### config.mk
export PLATFORM = sky130hd
export DESIGN_NAME = seg7_multi_digit_drv
export DESIGN_NICKNAME = d
export VERILOG_FILES = /design/src/rtl/seg7_pkg.sv /design/src/rtl/seg7_hex_decode.sv /design/src/rtl/seg7_multi_digit_drv.sv
export SDC_FILE = /design/constraint.sdc
export NUM_CORES = 1
export LEC_CHECK = 0
export ABC_AREA = 1
export BUFFER_PORTS_ARGS = -buffer_cell sky130_fd_sc_hd__buf_2
export CORE_ASPECT_RATIO = 0.8
export CORE_MARGIN = 8
export CORE_UTILIZATION = 35
export CTS_BUF_LIST = sky130_fd_sc_hd__clkbuf_4 sky130_fd_sc_hd__clkbuf_8 sky130_fd_sc_hd__clkbuf_16
export CTS_CLUSTER_DIAMETER = 120
export DETAILED_ROUTE_END_ITERATION = 7
export PLACE_DENSITY_LB_ADDON = 0.05
export SYNTH_ARGS = -nofsm -noshare
export SYNTH_HDL_FRONTEND = slang
export SYNTH_SLANG_ARGS = --single-unit
### constraint.sdc
create_clock -name clk -period 4.2 [get_ports clk]
set_clock_uncertainty 0.2 [all_clocks]
set_input_delay 0.84 -clock clk [delete_from_list [all_inputs] [get_ports clk]]
set_output_delay 0.84 -clock clk [all_outputs]
set_load 0.02 [all_outputs]
### src/rtl/seg7_pkg.sv
// seg7_pkg: segment type, active-high hex pattern table and polarity helper
package seg7_pkg;
  typedef logic [6:0] seg_t;
  localparam seg_t SEG_TABLE [16] = '{
    7'h3F, 7'h06, 7'h5B, 7'h4F, 7'h66, 7'h6D, 7'h7D, 7'h07,
    7'h7F, 7'h6F, 7'h77, 7'h7C, 7'h39, 7'h5E, 7'h79, 7'h71
  };
  localparam seg_t SEG_BLANK = 7'h00;
  function automatic seg_t apply_polarity(input seg_t s, input bit active_low);
    return active_low ? ~s : s;
  endfunction
endpackage

### src/rtl/seg7_hex_decode.sv
// seg7_hex_decode: nibble to seven-segment pattern with blanking and output polarity
module seg7_hex_decode
  import seg7_pkg::*;
#(
  parameter int ACTIVE_LOW = 1
) (
  input  logic [3:0] nib,
  input  logic       blank,
  output seg_t       seg
);
  assign seg = apply_polarity(blank ? SEG_BLANK : SEG_TABLE[nib], ACTIVE_LOW != 0);
endmodule

### src/rtl/seg7_multi_digit_drv.sv
// seg7_multi_digit_drv: N-digit hex display driver, static and scanned outputs; SEG7_BLINK_EN adds per-digit blink
module seg7_multi_digit_drv
  import seg7_pkg::*;
#(
  parameter int NUM_DIGITS = 6,
  parameter int ACTIVE_LOW = 1,
  parameter int SCAN_DIV   = 50000
`ifdef SEG7_BLINK_EN
  ,
  parameter int BLINK_DIV  = 25_000_000
`endif
) (
  input  logic                    clk,
  input  logic                    rst,
  input  logic [4*NUM_DIGITS-1:0] value_i,
  input  logic [NUM_DIGITS-1:0]   digit_en_i,
  input  logic                    lz_blank_i,
  input  logic                    load_i,
`ifdef SEG7_BLINK_EN
  input  logic [NUM_DIGITS-1:0]   blink_i,
`endif
  output logic [7*NUM_DIGITS-1:0] seg_o,
  output seg_t                    scan_seg_o,
  output logic [NUM_DIGITS-1:0]   scan_an_o
);
  localparam int IW = NUM_DIGITS > 1 ? $clog2(NUM_DIGITS) : 1;
  localparam int CW = $clog2(SCAN_DIV);
  localparam seg_t OFF_SEG = apply_polarity(SEG_BLANK, ACTIVE_LOW != 0);
  localparam logic [NUM_DIGITS-1:0] ONE = NUM_DIGITS'(1);
  logic [4*NUM_DIGITS-1:0] val_q;
  logic [NUM_DIGITS-1:0]   en_q, blank;
  logic                    lz_q, z;
  logic [7*NUM_DIGITS-1:0] seg_d;
  logic [CW-1:0]           cnt;
  logic [IW-1:0]           idx, idx_next;
  seg_t                    scan_d;
  logic                    phase;
`ifdef SEG7_BLINK_EN
  localparam int BW = BLINK_DIV > 1 ? $clog2(BLINK_DIV) : 1;
  logic [NUM_DIGITS-1:0] blink_q;
  logic [BW-1:0]         bcnt;
  always_ff @(posedge clk or posedge rst)
    if (rst) begin
      blink_q <= '0;
      bcnt    <= '0;
      phase   <= 1'b0;
    end else begin
      if (load_i) blink_q <= blink_i;
      bcnt  <= bcnt == BW'(BLINK_DIV - 1) ? '0 : bcnt + 1'b1;
      phase <= bcnt == BW'(BLINK_DIV - 1) ? ~phase : phase;
    end
`else
  assign phase = 1'b0;
`endif
  always_ff @(posedge clk or posedge rst)
    if (rst) begin
      val_q <= '0;
      en_q  <= '0;
      lz_q  <= 1'b0;
    end else if (load_i) begin
      val_q <= value_i;
      en_q  <= digit_en_i;
      lz_q  <= lz_blank_i;
    end
  // z tracks "this digit and every higher digit are zero" while walking down from the MSD
  always_comb begin
    z = 1'b1;
    for (int k = NUM_DIGITS - 1; k >= 0; k--) begin
      z = z & (val_q[4*k +: 4] == 4'h0);
      blank[k] = ~en_q[k] | (lz_q & z & (k != 0)) |
`ifdef SEG7_BLINK_EN
                 (phase & blink_q[k]);
`else
                 phase;
`endif
    end
  end
  for (genvar g = 0; g < NUM_DIGITS; g++) begin : g_dig
    seg7_hex_decode #(.ACTIVE_LOW(ACTIVE_LOW)) u_dec (
      .nib(val_q[4*g +: 4]), .blank(blank[g]), .seg(seg_d[7*g +: 7]));
  end
  assign idx_next = cnt == CW'(SCAN_DIV - 1) ? (idx == IW'(NUM_DIGITS - 1) ? '0 : idx + 1'b1) : idx;
  // scan outputs are built from idx_next so select and segments register on the same edge
  seg7_hex_decode #(.ACTIVE_LOW(ACTIVE_LOW)) u_scan_dec (
    .nib(val_q[4*idx_next +: 4]), .blank(blank[idx_next]), .seg(scan_d));
  always_ff @(posedge clk or posedge rst)
    if (rst) begin
      cnt        <= '0;
      idx        <= '0;
      seg_o      <= {NUM_DIGITS{OFF_SEG}};
      scan_seg_o <= OFF_SEG;
      scan_an_o  <= ACTIVE_LOW != 0 ? ~ONE : ONE;
    end else begin
      cnt        <= cnt == CW'(SCAN_DIV - 1) ? '0 : cnt + 1'b1;
      idx        <= idx_next;
      seg_o      <= seg_d;
      scan_seg_o <= scan_d;
      scan_an_o  <= ACTIVE_LOW != 0 ? ~(ONE << idx_next) : ONE << idx_next;
    end
endmodule

Yosys cells after proc, flatten, opt, wreduce, memory -nomap -nowiden. Memories as Yosys holds them, arrays and structs flattened. Cells that the tools add are included.

Bits in registers: 105. Bits in read-only memories: 784. Input port bits: 34. Output and inout port bits: 55. Logic and storage cells: 95. Memories kept: 7.

Add/subtract/negate cells: 2. Order comparisons: 8. Equality and inequality tests: 2. Shift operators: 2. Multiplexer cells: 26. Bitwise gates (word level): 35. Reductions and logical operators: 5.

Memories: (no name shown) (depth 16, width 7, rd ports 1, clocked after memory_dff 0, write ports 0, line seg7_hex_decode.sv:11) `assign seg = apply_polarity(blank ? SEG_BLANK : SEG_TABLE[nib], ACTIVE_LOW != 0);`; (no name shown) (depth 16, width 7, rd ports 1, clocked after memory_dff 0, write ports 0, line seg7_hex_decode.sv:11); (no name shown) (depth 16, width 7, rd ports 1, clocked after memory_dff 0, write ports 0, line seg7_hex_decode.sv:11); (no name shown) (depth 16, width 7, rd ports 1, clocked after memory_dff 0, write ports 0, line seg7_hex_decode.sv:11); (no name shown) (depth 16, width 7, rd ports 1, clocked after memory_dff 0, write ports 0, line seg7_hex_decode.sv:11); (no name shown) (depth 16, width 7, rd ports 1, clocked after memory_dff 0, write ports 0, line seg7_hex_decode.sv:11); +1 memories.

Operators with widths (count): $mux W7 (21); $not A7 Y7 (7); $ge A5 B5 Y1 const B (7); $not A4 Y5 (7); $shiftx A24 B6 Y4 (1); $logic_not A4 Y1 (5); $add A16 B1 Y16 const B (1); $eq A16 B16 Y1 const B (1); $mux W16 (1); $and A1 B1 Y1 (9); $mux W3 (2); $not A1 Y1 (6); $not A6 Y6 (1); $shl A1 B3 Y6 const A (1); $or A1 B1 Y1 (5); $lt A3 B4 Y1 const B (1); $add A3 B1 Y3 const B (1); $bmux W1 S3 (1); $eq A3 B3 Y1 const B (1); $mux W1 (1).

Logic depth before layout (Yosys ltp). Gate-level depths: netlist of the first run.

Depth after elaboration: 11. Gate-level depth with buffers: 19. Mapped depth without buffers: 18.

Modules after synthesis. Synthesis of the first run repeated with hierarchy kept, for this count alone.

Cell total of the unflattened synthesis: 764. Area total of the unflattened synthesis: 6122.1 sq um.

Modules (own cells, without submodules): seg7_multi_digit_drv (times used 1, cells each 393, area an instance 4125.2 sq um, sequential area each 2695.1 sq um); seg7_hex_decode (times used 7, cells each 53, area an instance 285.3 sq um, sequential area each 0.0 sq um).

Worst setup path before layout of the first run. OpenSTA, ideal clock, no wires.

Path type: register to register. Start point: register cnt[0]. End point: register scan_seg_o[3]. Library setup time: 0.083 ns. Data arrival time: 2.214 ns. Slack: 1.704 ns. Cell stages (with the launch flop): 17. Buffers on the path: 2. Clock period less this slack: 2.496 ns. Cell sequence: dfrtp_1 > ha_1 > nand3_2 > nor2_2 > nand3_4 > nand2_4 > buf_12 > buf_12 > nand2_2 > nand3_1 > nand3_1 > nand2_2 > inv_1 > ha_1 > nand3b_1 > nand3_1 > nand3_1.

Cells in the longest elaborated chain, start to end: 9. Elaborated cells on any way between the ends: 11. Those cells by class: 1 x eq/ne; 1 x shift; 6 x mux; 2 x bitwise; 1 x memory.

RTL lines: from (decl) (line seg7_multi_digit_drv.sv:34) `logic [CW-1:0] cnt;`; from (signal assigned) (line seg7_multi_digit_drv.sv:94) `cnt <= cnt == CW'(SCAN_DIV - 1) ? '0 : cnt + 1'b1;`; $eq A16 B16 Y1 (*) (line seg7_multi_digit_drv.sv:82) `assign idx_next = cnt == CW'(SCAN_DIV - 1) ? (idx == IW'(NUM_DIGITS - 1) ? '0 : idx + 1'b1) : idx;`; $mux W3 (*) (line seg7_multi_digit_drv.sv:82); $shiftx A24 B6 Y4 (line seg7_multi_digit_drv.sv:85) `.nib(val_q[4*idx_next +: 4]), .blank(blank[idx_next]), .seg(scan_d));`; $not A4 Y5 (not written as such) (line seg7_hex_decode.sv:11); $mem_v2 Z16 W7; $mux W7 (not written as such) (2 in series) (line seg7_hex_decode.sv:11); $mux W7 (*) (line seg7_hex_decode.sv:11); $not A7 Y7 (*) (line seg7_pkg.sv:10) `return active_low ? ~s : s;`; net scan_d[3] (line seg7_multi_digit_drv.sv:36) `seg_t scan_d;`; to (signal assigned) (line seg7_multi_digit_drv.sv:97) `scan_seg_o <= scan_d;`; to (decl) (line seg7_multi_digit_drv.sv:23) `output seg_t scan_seg_o,`.

Mark *: on every way through the listed nets, which the timed path passes. The rest lies on a longest branch. The select of a mux whose other input is x is not followed. A chain may end at the register's enable or synchronous reset.

Worst setup path after layout of the first run.
Start point: register cnt[0]. End point: register scan_seg_o[3].

Cells in the longest elaborated chain, start to end: 9. Elaborated cells on any way between the ends: 11. Those cells by class: 1 x eq/ne; 1 x shift; 6 x mux; 2 x bitwise; 1 x memory.

RTL lines: $eq A16 B16 Y1 (*) (line seg7_multi_digit_drv.sv:82); $mux W3 (*) (line seg7_multi_digit_drv.sv:82); net idx_next[2] (line seg7_multi_digit_drv.sv:35) `logic [IW-1:0] idx, idx_next;`; $shiftx A24 B6 Y4 (line seg7_multi_digit_drv.sv:85); $not A4 Y5 (not written as such) (line seg7_hex_decode.sv:11); $mem_v2 Z16 W7; $mux W7 (not written as such) (2 in series) (line seg7_hex_decode.sv:11); $mux W7 (*) (line seg7_hex_decode.sv:11); $not A7 Y7 (*) (line seg7_pkg.sv:10); net scan_d[3] (line seg7_multi_digit_drv.sv:36).

Marks and branches as above.

==> results of run 1 <==
-- power groups by stage --
| stage | Clock (mW) | Combinational (mW) | Sequential (mW) |
|---|---|---|---|
| CTS | 0.835 | 0.504 | 1.21 |
| global placement | 0 | 0.505 | 1.23 |
| floorplan | 0 | 0.264 | 1.29 |
| detailed placement | 0 | 0.502 | 1.23 |
| finish | 0.801 | 0.495 | 1.21 |
| global route | 0.871 | 0.561 | 1.23 |
-- path summary, 6_finish.rpt --
| check | from | cells past startpoint | to |
|---|---|---|---|
| min in group asynchronous | rst | 2 | cnt[2] |
| worst max-delay path | cnt[0] | 14 | scan_seg_o[3] |
| worst max register to register | cnt[0] | 14 | scan_seg_o[3] |
| max in group asynchronous | rst | 3 | seg_o[3] |
| worst min-delay path | cnt[0] | 1 | cnt[0] |
| worst min register to register | cnt[0] | 1 | cnt[0] |
-- state kept, by name (all words and copies together) (netlist names) --
register	cells
cnt	16
en_q	6
idx	3
lz_q	1
scan_an_o	6
scan_seg_o	7
seg_o	42
val_q	24
-- kinds of logic (layout without fill, tap and decap cells) --
kind of cell             Yosys count  count (layout)
adder cells (fa/ha/maj)           37              37
multiplexers                       5               5
buffers and inverters             92             177
AO/OA/AOI/OAI                    120             120
XOR/XNOR                           5               5
AND/OR/NAND/NOR                  302             302
flip-flops                       105             105
-- metrics by stage --
stage               utilization  instance area [µm²]  setup WS, ns  hold WS [ns]
global route             0.4084                 6675         1.121        0.2926
detailed placement       0.3911                 6392         1.372        0.2512
finish                   0.4084                 6675         1.350        0.2587
floorplan                     -                 5778        0.4888        0.2251
CTS                      0.4084                 6675         1.357        0.2601
global placement         0.3911                 6392         1.481        0.2371
-- final cells by class --
class	instances	area share
clock buffers	12	0.03805
clock inverters	4	0.004311
inverters	72	0.04086
multi-input cells	469	0.4028
flip-flops and latches	105	0.4037
well taps	220	0.04124
repair buffers	89	0.06898
-- layout by cell type (no fill, tap or decap), types with 4 or more instances in the layout --
| cell | n |
|---|---|
| nor2_2 | 8 |
| nand2_2 | 13 |
| a31oi_1 | 6 |
| o211ai_1 | 11 |
| inv_2 | 8 |
| a32oi_1 | 5 |
| o311ai_0 | 7 |
| clkbuf_16 | 9 |
| ha_1 | 37 |
| nor2_1 | 52 |
| a21oi_1 | 19 |
| mux2_2 | 5 |
| nand2_4 | 5 |
| buf_2 | 88 |
| dfrtp_1 | 51 |
| o21ai_0 | 57 |
| nand2_1 | 131 |
| nand3_1 | 73 |
| nand3_2 | 4 |
| inv_1 | 61 |
| dfstp_2 | 54 |
| nor3_1 | 8 |
-- metal layers --
layer  vias up  track usage  routed length [µm]
met3        12      0.03757                 582
met4         0      0.04206                 187
li1       2372            -                   -
met5         -            0                   0
met2        88       0.2167                6295
met1      2230       0.1983                7280
-- worst reg2reg max path, delay by kind of cell, from the launching register on --
family / cells / cell delay, ns
simple gates: 8 / 0.99
buf+inv: 3 / 0.34
flops: 1 / 0.40
fa+ha+maj: 2 / 0.47
compound gates: 1 / 0.39
==> summary.txt, run 1 <==
Status
  • Status: completed

Critical path
  • Cells along the critical path: ha_1 -> nand3_2 -> nor2_2 -> nand2_2 -> inv_2 -> o21ai_2 -> inv_2 -> nand3_1 -> nand2_2 -> inv_1 -> ha_1 -> nand3b_1 -> nand3_1 -> nand3_1
  • Arrival @ worst endpoint: 2.93 ns
  • Worst Setup End Kind: register
  • Crit-path leading delay family: simple AND/OR/NAND/NOR gates
  • CP Max Fanout: 11
  • FF-to-FF setup slack: approximately 1.3 ns
  • CP peak stage delay: 0.40 ns
  • Crit Path Class: reg -> reg
  • Crit start category: register
  • Req. time, crit path: 4.27 ns
  • Most frequent CP cell: nand3_1
  • Crit path buffers/inverters: 3
  • CP max-delay cell: dfrtp_1

Timing
  • RSZ-0062 raised after global routing: no
  • Final Hold Viols: 0
  • Finish-stage setup viols: 0
  • Min cycle time layout: 2.850 ns
  • Max-slew headroom: 0.4065
  • Slew Viols, Final: 0
  • Setup TNS: 0 ns
  • F_max: 0.3508 GHz
  • Least-Margin Pin Slew: 0.8903 ns
  • Fin crit share: 0.6787

Yosys
  • Synth Instances: 666
  • Leading post-synthesis cells by cell area: dfstp_2 25%, dfrtp_1 22%, nand2_1 8.5%
  • Top cell type's share of synthesized area: 0.2456
  • Synth Area per Inst: 8.676 µm²
  • Ys flop type: dfstp_2
  • Mapped Area: 5778 µm²
  • Synthesized-area fraction occupied by and/or/nand/nor cells: 0.2410
  • Synth cell types: 43
  • Post-Syn Nets: 737
  • Adder-Cell Fraction of Synth Area: 0.08012
  • Seq/Total Area, Yosys: 0.4664
  • Synth Area in Compound Gates: 0.1269
  • Warnings from Yosys: 0
  • FFs w/ async S/R, synth: 1.000
  • Post-synthesis xor/xnor area fraction: 0.007579
  • Top cells by count, synth: 131 x nand2_1, 73 x nand3_1, 62 x inv_1
  • Post-synthesis mux area share: 0.009744
  • Main combinational cell family by area after synthesis: simple AND/OR/NAND/NOR gates
  • Area leader, netlist: dfstp_2
  • Post-synth EDFFs: 0
  • Most frequent cell after synthesis: nand2_1
  • FF+latch count, synth: 105

Clock tree
  • Clk Latency, worst-skew pair: 0.35 ns
  • Setup Fix Bufs, Post-CTS: 0
  • CTS clk-pin slew, worst paths: 0.06 ns
  • Post-CTS Resized: 0
  • CTS tree: done
  • CTS sink cnt: 105
  • H-tree depth: 3
  • Clock root buffer: clkbuf_16
  • Hold buffer count at cts: 0
  • CTS buffer count: 9
  • CTS max path bufs: 2

Die
  • Starting Density: 0.3535
  • Top-level I/O count: 89
  • Placeable Area: 16340 µm²
  • Chip Height: ~130 µm
  • Die Area: 20900 µm²
  • Die W: 159.7 µm
  • Row cnt: 42

Global routing
  • Largest net degree at the start of global routing: 58
  • First-pass GRT wire length: 24.07 mm
  • GR Overflow Total: 0
  • Initial antenna violation count: 0
  • Vias in the first global route: 4705
  • GRT Util Overall: 0.1432

Power
  • PwrDens: approximately 380 nW/µm²
  • Psw: 0.7679 mW
  • Flop pwr share: 0.483
  • VDD IR max: 171.8 µV
  • Switching portion of total power: 0.3062
  • Pwr Total: 2.508 mW
  • Leakage: 3.068 nW
  • Combinational share of power: 0.197
  • Cell-internal power: 1.740 mW
  • Clk pwr share: 0.320

Route
  • Vias per std cell: 4.842
  • Vias: 4702
  • Total wire length: between 10 and 15 mm
  • Post-route DRC: 0
  • Final ANT Viol Nets: 0
  • Drt first pass iters: 4
  • Wire length per cell after detailed routing: ~15 µm
  • DRT iter0 DRCs: 260

Placed design
  • Placed insts: around 960
  • Placer Congestion: around 0.85
  • Detailed placement HPWL: 10.96 mm
  • Buffers added on ports: 88

Final layout
  • Multi-input logic area: 2689 µm²
  • Register Area: 2695 µm²
  • Share of post-route cells with drive strength above 1: 0.2810
  • Fillers: 1658
  • Nets: 817
  • Antenna fix cells: 0
  • Non-Filler Instances: 971
  • Syn-to-layout area delta: 15.53%

Min path
  • Tightest Hold Check Type: reg -> reg

Job
  • Max-cap violation count: 0
Note: power is estimated with default switching activity, not from simulation.
==> run 2: changes to the inputs <==
clock period = 2.9 ns   (was 4.2 ns; I/O delays follow)
==> run 2 against run 1 <==
  * Via count is 1.7% higher
  * Largest power group unchanged
  * Sequential power is 45% higher
  * Global-route usage hardly changed
  * Critical endpoint unchanged
  * First-iteration DRC count is 13% lower
  * Sequential share of layout area is 0.55 points lower
  * Flip-flop and latch count stayed put
  * Critical path depth stayed put
  * Register-to-register slack worse by 1.2 ns
  * Final area is 1.4% higher
  * Count of clock-buffer cells in the layout is 3 lower
  * Routed wire length is 0.48% higher
==> summary.txt, run 2 (synthesis gave the netlist of run 1 again) <==
Clock tree
  • Post-CTS Resized: 0
  • Hold buffer count at cts: 0
  • Clock root buffer: clkbuf_16
  • CTS tree: done
  • Clk Latency, worst-skew pair: 0.36 ns
  • H-tree depth: 3
  • CTS buffer count: 9
  • CTS sink cnt: between 100 and 150
  • CTS clk-pin slew, worst paths: 0.07 ns
  • CTS max path bufs: 2
  • Setup Fix Bufs, Post-CTS: 0

Timing
  • Slew Viols, Final: 0
  • Max-slew headroom: 0.5722
  • Min cycle time layout: 2.720 ns
  • Fin crit share: 0.9379
  • Finish-stage setup viols: 0
  • Least-Margin Pin Slew: 0.6404 ns
  • RSZ-0062 raised after global routing: no
  • F_max: 0.3677 GHz
  • Final Hold Viols: 0
  • Setup TNS: 0 ns

Die
  • Die W: roughly 160 µm
  • Die Area: 20900 µm²
  • Chip Height: 130.9 µm
  • Top-level I/O count: between 80 and 90
  • Placeable Area: 16340 µm²
  • Row cnt: 42
  • Starting Density: 0.3535

Status
  • Status: completed

Final layout
  • Largest register FFs: 42
  • Non-Filler Instances: between 900 and 1000
  • Most common cell after layout, fill and taps aside: nand2_1
  • Top reg by flops: seg_o
  • Most frequent cells in the layout: 131 x nand2_1, 88 x buf_2, 73 x nand3_1
  • Largest registers: seg_o x42, val_q x24, cnt x16
  • Antenna fix cells: 0
  • Nets: approximately 820
  • Fillers: 1655
  • Fin util: 0.4141
  • Syn-to-layout area delta: 17.13%
  • Share of post-route cells with drive strength above 1: 0.2880

Min path
  • Tightest Hold Check Type: in -> async

Placed design
  • Detailed placement HPWL: 11.09 mm
  • Placed insts: 961
  • Placer Congestion: 0.8415
  • Buffers added on ports: 88

Power
  • Clk pwr share: 0.321
  • Switching portion of total power: 0.3166
  • Psw: 1.159 mW
  • PwrDens: 540.9 nW/µm²
  • VDD IR max: 354.4 µV
  • Leakage: a little over 3 nW
  • Combinational share of power: 0.201
  • Flop pwr share: 0.478
  • Cell-internal power: 2.502 mW

Route
  • Total wire length: ~14 mm
  • Wire length per cell after detailed routing: between 10 and 15 µm
  • DRT iter0 DRCs: 225
  • Drt first pass iters: 5
  • Vias per std cell: between 4 and 5
  • Post-route DRC: 0
  • Final ANT Viol Nets: 0
  • Vias: 4781

Critical path
  • Crit Path Class: reg -> reg
  • Critical Path Source: cnt[0]
  • Req. time, crit path: 2.98 ns
  • Crit start category: register
  • CP Max Fanout: 7
  • Worst Setup End Kind: register
  • R2r startpoint: cnt[0]
  • Arrival @ worst endpoint: 2.80 ns

Job
  • Max-cap violation count: 0

Global routing
  • Initial antenna violation count: 0
  • GRT Util Overall: 0.1433
  • Largest net degree at the start of global routing: 47
  • GR Overflow Total: 0
  • Vias in the first global route: 4715
  • First-pass GRT wire length: 24.02 mm
[run 2: critical path, stage by stage (launching register included)]
cell and delay [ns]:
dfrtp_1 0.40, ha_1 0.26, nand3_4 0.16, nor2_4 0.06
nand2_2 0.13, inv_2 0.07, o21ai_2 0.28, inv_2 0.13
nand3_1 0.12, nand2_2 0.12, inv_1 0.12, ha_1 0.24
nand3b_1 0.19, nand3_1 0.10, nand3_1 0.07
[run 2: path summary, 6_finish.rpt]
check,endpoint,slack [ns],cells past startpoint
setup / recovery,scan_seg_o[3],0.18,14
hold / removal,scan_an_o[0],0.11,2
setup reg to reg,scan_seg_o[3],0.18,14
hold reg to reg,cnt[0],0.26,1
max in group asynchronous,seg_o[15],1.69,3
min in group clk,val_q[23],0.23,3
[run 2: metal layers]
metal  wire length [µm]  track usage
met1               7191       0.1978
met2               6298       0.2145
met3                719      0.03694
met4                206      0.05036
met5                  0            0
[run 2: final cells by class]
type                       instances  area (µm²)  share of cell area
clock buffer                       9       225.2             0.03328
clock inverter                     7       61.31            0.009059
inverter                          72       274.0             0.04049
multi-input combinational        469        2719              0.4017
sequential                       105        2695              0.3982
tap                              220       275.3             0.04067
timing repair buffer              95       518.0             0.07654
[run 2: through the flow]
step	hold WS [ns]	setup slack (ns)	power (mW)	instance area (µm²)
floorplan	0.2251	0.4036	2.256	5782
global placement	0.2356	0.2919	2.519	6451
CTS	0.1108	0.1663	3.732	6738
global route	0.1559	0.002904	3.868	6768
detailed placement	0.2570	0.1787	2.519	6451
finish	0.1117	0.1801	3.661	6768
[run 2: power groups by stage]
stage	clock (mW)	sequential (mW)	combinational [mW]
after floorplan	0	1.87	0.383
after global placement	0	1.77	0.746
after detailed placement	0	1.78	0.743
after CTS	1.23	1.75	0.746
after global routing	1.27	1.77	0.828
final	1.18	1.75	0.736
